`config.mk`:
```
export PLATFORM = sky130hd
export DESIGN_NAME = if_stage
export DESIGN_NICKNAME = d
export VERILOG_FILES = /design/src/rtl/if_stage.sv
export SDC_FILE = /design/constraint.sdc
export NUM_CORES = 1
export LEC_CHECK = 0
export BUFFER_PORTS_ARGS = -buffer_cell sky130_fd_sc_hd__clkbuf_2
export CORE_MARGIN = 2
export CORE_UTILIZATION = 54
export CTS_BUF_LIST = sky130_fd_sc_hd__clkbuf_16
export DETAILED_ROUTE_END_ITERATION = 8
export PLACE_DENSITY = 0.86
export SLEW_MARGIN = 40
export SYNTH_ARGS = -nofsm -noshare
export SYNTH_HDL_FRONTEND = slang
export SYNTH_SLANG_ARGS = --single-unit
```
`constraint.sdc`:
```
create_clock -name clk -period 4 [get_ports clk]
set_input_delay 0.2 -clock clk [delete_from_list [all_inputs] [get_ports clk]]
set_output_delay 0.2 -clock clk [all_outputs]
set_load 0.03 [all_outputs]
```
`src/rtl/if_stage.sv`:
```
// if_stage: instruction fetch stage with a stall-safe instruction buffer and a
// branch-target buffer for redirects that arrive while no request can issue.
module if_stage (
  input  logic        clk,
  input  logic        reset,
  input  logic        ds_allowin,
  input  logic [33:0] br_bus,
  output logic        fs_to_ds_valid,
  output logic [63:0] fs_to_ds_bus,
  output logic        inst_sram_en,
  output logic [3:0]  inst_sram_wen,
  output logic [31:0] inst_sram_addr,
  output logic [31:0] inst_sram_wdata,
  input  logic [31:0] inst_sram_rdata
);
  localparam logic [31:0] RESET_PC = 32'hbfbffffc;
  logic        br_valid, br_taken, br_take;
  logic [31:0] br_target;
  logic [31:0] seq_pc, nextpc, fs_inst;
  logic        to_fs_valid, fs_ready_go, fs_allowin, inst_cap;
  logic        fs_valid_q, fs_valid_d;
  logic [31:0] fs_pc_q, fs_pc_d;
  logic        inst_buf_valid_q, inst_buf_valid_d;
  logic [31:0] inst_buf_q, inst_buf_d;
  logic        br_buf_valid_q, br_buf_valid_d;
  logic [31:0] br_buf_target_q, br_buf_target_d;
  always_comb begin
    br_valid         = br_bus[33];
    br_taken         = br_bus[32];
    br_target        = br_bus[31:0];
    br_take          = br_valid && br_taken;
    seq_pc           = fs_pc_q + 32'd4;
    nextpc           = br_buf_valid_q ? br_buf_target_q : br_take ? br_target : seq_pc;
    to_fs_valid      = !reset && br_valid;
    fs_ready_go      = 1'b1;
    fs_allowin       = !fs_valid_q || (fs_ready_go && ds_allowin);
    fs_to_ds_valid   = fs_valid_q && fs_ready_go;
    inst_sram_en     = to_fs_valid && fs_allowin;
    inst_sram_wen    = 4'h0;
    inst_sram_addr   = nextpc;
    inst_sram_wdata  = 32'h0;
    fs_inst          = inst_buf_valid_q ? inst_buf_q : inst_sram_rdata;
    fs_to_ds_bus     = {fs_inst, fs_pc_q};
    fs_valid_d       = fs_allowin ? to_fs_valid : fs_valid_q;
    fs_pc_d          = (fs_allowin && to_fs_valid) ? nextpc : fs_pc_q;
    // SRAM data is only valid the cycle after a request, so hold it while decode stalls
    inst_cap         = fs_valid_q && !ds_allowin && !inst_buf_valid_q;
    inst_buf_valid_d = (fs_to_ds_valid && ds_allowin) ? 1'b0 : inst_cap ? 1'b1 : inst_buf_valid_q;
    inst_buf_d       = inst_cap ? inst_sram_rdata : inst_buf_q;
    br_buf_valid_d   = inst_sram_en ? 1'b0 : br_take ? 1'b1 : br_buf_valid_q;
    br_buf_target_d  = (br_take && !inst_sram_en) ? br_target : br_buf_target_q;
  end
  always_ff @(posedge clk) begin
    if (reset) begin
      fs_valid_q       <= 1'b0;
      fs_pc_q          <= RESET_PC;
      inst_buf_valid_q <= 1'b0;
      inst_buf_q       <= 32'h0;
      br_buf_valid_q   <= 1'b0;
      br_buf_target_q  <= 32'h0;
    end else begin
      fs_valid_q       <= fs_valid_d;
      fs_pc_q          <= fs_pc_d;
      inst_buf_valid_q <= inst_buf_valid_d;
      inst_buf_q       <= inst_buf_d;
      br_buf_valid_q   <= br_buf_valid_d;
      br_buf_target_q  <= br_buf_target_d;
    end
  end
endmodule

```
==> impl_metrics.json <==
{
  "status": "finished clean",
  "clock-sinks": 99,
  "finalWirelength_um": 15700,
  "tightest_slew_ns": 0.827,
  "die_h_um": 105,
  "nNetsFinal": 921,
  "fin_area_sq_um": 6570,
  "r2r_cells": 6,
  "fill_cells": 854,
  "worstSetupPathType": "reg2out",
  "path_clk_slew_ns": 0.07,
  "ys.flop_type": "dfxtp_1",
  "slew_headroom": 0.447,
  "first_iter_violations": 388,
  "cts_max_level": 3,
  "regToRegSetupSlack_ns": 1.59,
  "initial_core_util": 0.561,
  "hpwl_um": 10900,
  "cts_buffers": 9,
  "leakage_nw": 2.80,
  "cts_resized": 0,
  "grt_pass1_vias": 5044,
  "p_per_area_nw_per_um2": 472,
  "synth.avg_cell_area_sq_um": 7.68,
  "drv_cap": 0,
  "finalSetupTns_ns": 0,
  "grt_overflow": 0,
  "cp.required_ns": 3.80,
  "max_clock_freq_mhz": 344,
  "ios": 203,
  "synthCells": 717,
  "antenna_found_initial": 0,
  "skew_ns": 0.00996,
  "grt_max_degree": 69,
  "worstPathArrival_ns": 2.70,
  "ys_ff_latch": 99,
  "firstDrtPassIters": 5,
  "gp_congestion": 0.969,
  "clock_latency_ns": 0.34,
  "synthTopCellsByArea": "dfxtp_1, nand2_1, a21oi_1, mux2_2, buf_4",
  "yosys_warnings": 0,
  "met2_usage": 0.451,
  "syn_to_final_growth_pct": 19.2,
  "antenna_left": 0,
  "whs_path_depth": 3,
  "holdBufCountCts": 0,
  "synthTopCellsByCount": "nand2_1, dfxtp_1, a21oi_1",
  "grt_use_total": 0.274,
  "yosysTopAreaCellShare": 0.360,
  "grt_use_met1": 0.349,
  "top_usage_layer": "met2",
  "cp_max_fo": 8,
  "layout-drive-gt1-share": 0.276,
  "r2r_end": "fs_pc_q[22]$_SDFFE_PP0P_",
  "vdd_drop_max_uv": 232,
  "cts_tree": "yes",
  "placed_area_sq_um": 6260,
  "core_area_sq_um": 9820,
  "hold_viol_final": 0,
  "yosys.area.top_type": "dfxtp_1",
  "grt_pass1_wl_um": 24700,
  "crit_path_start_kind": "flop",
  "wl_per_cell_um": 15.9,
  "layout_min_cycle_time_ns": 2.90,
  "cts_setup_buffers": 0,
  "slew_viol_final": 0,
  "rsz0062_at_grt": "false",
  "reg2reg_from": "fs_pc_q[2]$_SDFFE_PP1P_",
  "ys_types": 57,
  "clk_path_buf_depth": 2,
  "dr_total_vias": 5625,
  "hp-class": "in2reg",
  "die-area_sq_um": 11000,
  "crit_path_end_kind": "primary output",
  "num_antenna_cells": 0,
  "async_flop_share": 0,
  "whs_endpoint": "br_buf_target_q[12]$_SDFFE_PP0P_",
  "synth_most_common_cell": "nand2_1",
  "drc": 0,
  "ys_seq_area_frac": 0.360,
  "root_buffer": "clkbuf_16",
  "hold_start": "br_bus[12]",
  "use_met3": 0.0618,
  "synthesis.area_sq_um": 5510,
  "die_w_um": 105,
  "io_buffers": 166,
  "row_count": 36,
  "vias_per_cell": 5.69,
  "setup_viol": 0,
  "synth-edff-count": 0,
  "min_period_over_period": 0.726
}
[critical path, cell delays in order, from the launching register on]
cell and delay, ns:
dfxtp_1 0.53, nand4_4 0.20, nor3_1 0.52, nand4_1 0.29, nand4_1 0.16, or3b_2 0.46
clkbuf_2 0.20
[per-stage QoR]
stage	power [mW]	hold slack, ns	utilization	setup WS [ns]	std cells
3_5_place_dp	2.19	0.443	0.637	1.52	973
4_1_cts	3.09	0.0867	0.669	1.15	988
5_1_grt	3.23	0.0984	0.669	0.947	988
3_3_place_gp	2.18	0.436	0.637	1.52	973
2_1_floorplan	1.93	0.336	-	1.24	752
6_report	3.10	0.0868	0.669	1.10	988
[cell families after synthesis]
kind of cell,count (synthesis),share of synthesized area
and+or+nand+nor,264,0.216
xor gates and xnor gates,22,0.0350
AOI/OAI and AO/OA,191,0.214
muxes,40,0.0800
buffers and inverters,99,0.0922
DFF,99,0.360
other,1,0.000681
adders and majority gates,1,0.00227
[flip-flops by register name, indices dropped and copies added (netlist names)]
signal	cells
br_buf_target_q	32
fs_pc_q	32
inst_buf_q	32
br_buf_valid_q	1
fs_to_ds_valid	1
inst_buf_valid_q	1
[layout by cell type (no fill, tap or decap), types with 4 or more instances in the layout]
| master | Yosys | layout |
|---|---|---|
| a21oi_1 | 87 | 87 |
| a221oi_1 | 4 | 4 |
| a22o_1 | 4 | 4 |
| a2bb2oi_1 | 7 | 7 |
| a31oi_1 | 15 | 15 |
| buf_4 | 36 | 10 |
| clkbuf_16 | 0 | 9 |
| clkbuf_2 | 0 | 166 |
| conb_1 | 1 | 36 |
| dfxtp_1 | 99 | 98 |
| inv_1 | 11 | 11 |
| mux2_2 | 32 | 32 |
| mux2i_1 | 8 | 8 |
| nand2_1 | 172 | 172 |
| nand3_1 | 16 | 16 |
| nand4_1 | 10 | 10 |
| nor2_1 | 20 | 18 |
| nor3_1 | 10 | 10 |
| nor4_1 | 7 | 7 |
| o21ai_0 | 29 | 29 |
| o22a_1 | 14 | 14 |
| or3_1 | 9 | 8 |
| xnor2_1 | 16 | 16 |
| xor2_1 | 6 | 6 |
[area by class of cell]
| type | count | area [sq um] | share of cell area |
|---|---|---|---|
| multi-input combinational | 554 | 3160 | 0.482 |
| clock inverter | 6 | 81.3 | 0.0124 |
| tap | 133 | 166 | 0.0253 |
| timing repair buffer | 176 | 906 | 0.138 |
| sequential | 99 | 1980 | 0.302 |
| inverter | 11 | 41.3 | 0.00629 |
| clock buffer | 9 | 225 | 0.0343 |
[worst max-delay path by stage]
stage                           startpoint                                to  slack (ns)
6_report           fs_pc_q[9]$_SDFFE_PP1P_                inst_sram_addr[23]        1.10
5_1_grt            fs_pc_q[2]$_SDFFE_PP1P_                inst_sram_addr[26]        0.95
4_1_cts            fs_pc_q[9]$_SDFFE_PP1P_                inst_sram_addr[31]        1.15
3_5_place_dp       fs_pc_q[9]$_SDFFE_PP1P_                inst_sram_addr[30]        1.52
3_3_place_gp   fs_to_ds_valid$_SDFFE_PP0P_  br_buf_target_q[22]$_SDFFE_PP0P_        1.52
2_1_floorplan      fs_pc_q[9]$_SDFFE_PP1P_                inst_sram_addr[29]        1.24
[report_power, final]
part           total, mW  internal [mW]  switching [mW]
logic               1.06          0.334           0.728
registers           1.13           1.05          0.0802
clock network      0.912          0.541           0.371
total               3.10           1.92            1.18
[layer usage]
layer  share of wire  wire length (um)  vias to the layer above
met5               0                 0                        -
met4           0.023               369                        0
met3            0.10              1600                       39
met2            0.47              7370                      301
met1            0.41              6410                     2571
li1                -                 -                     2714
Power figures use the tool's default switching activity.
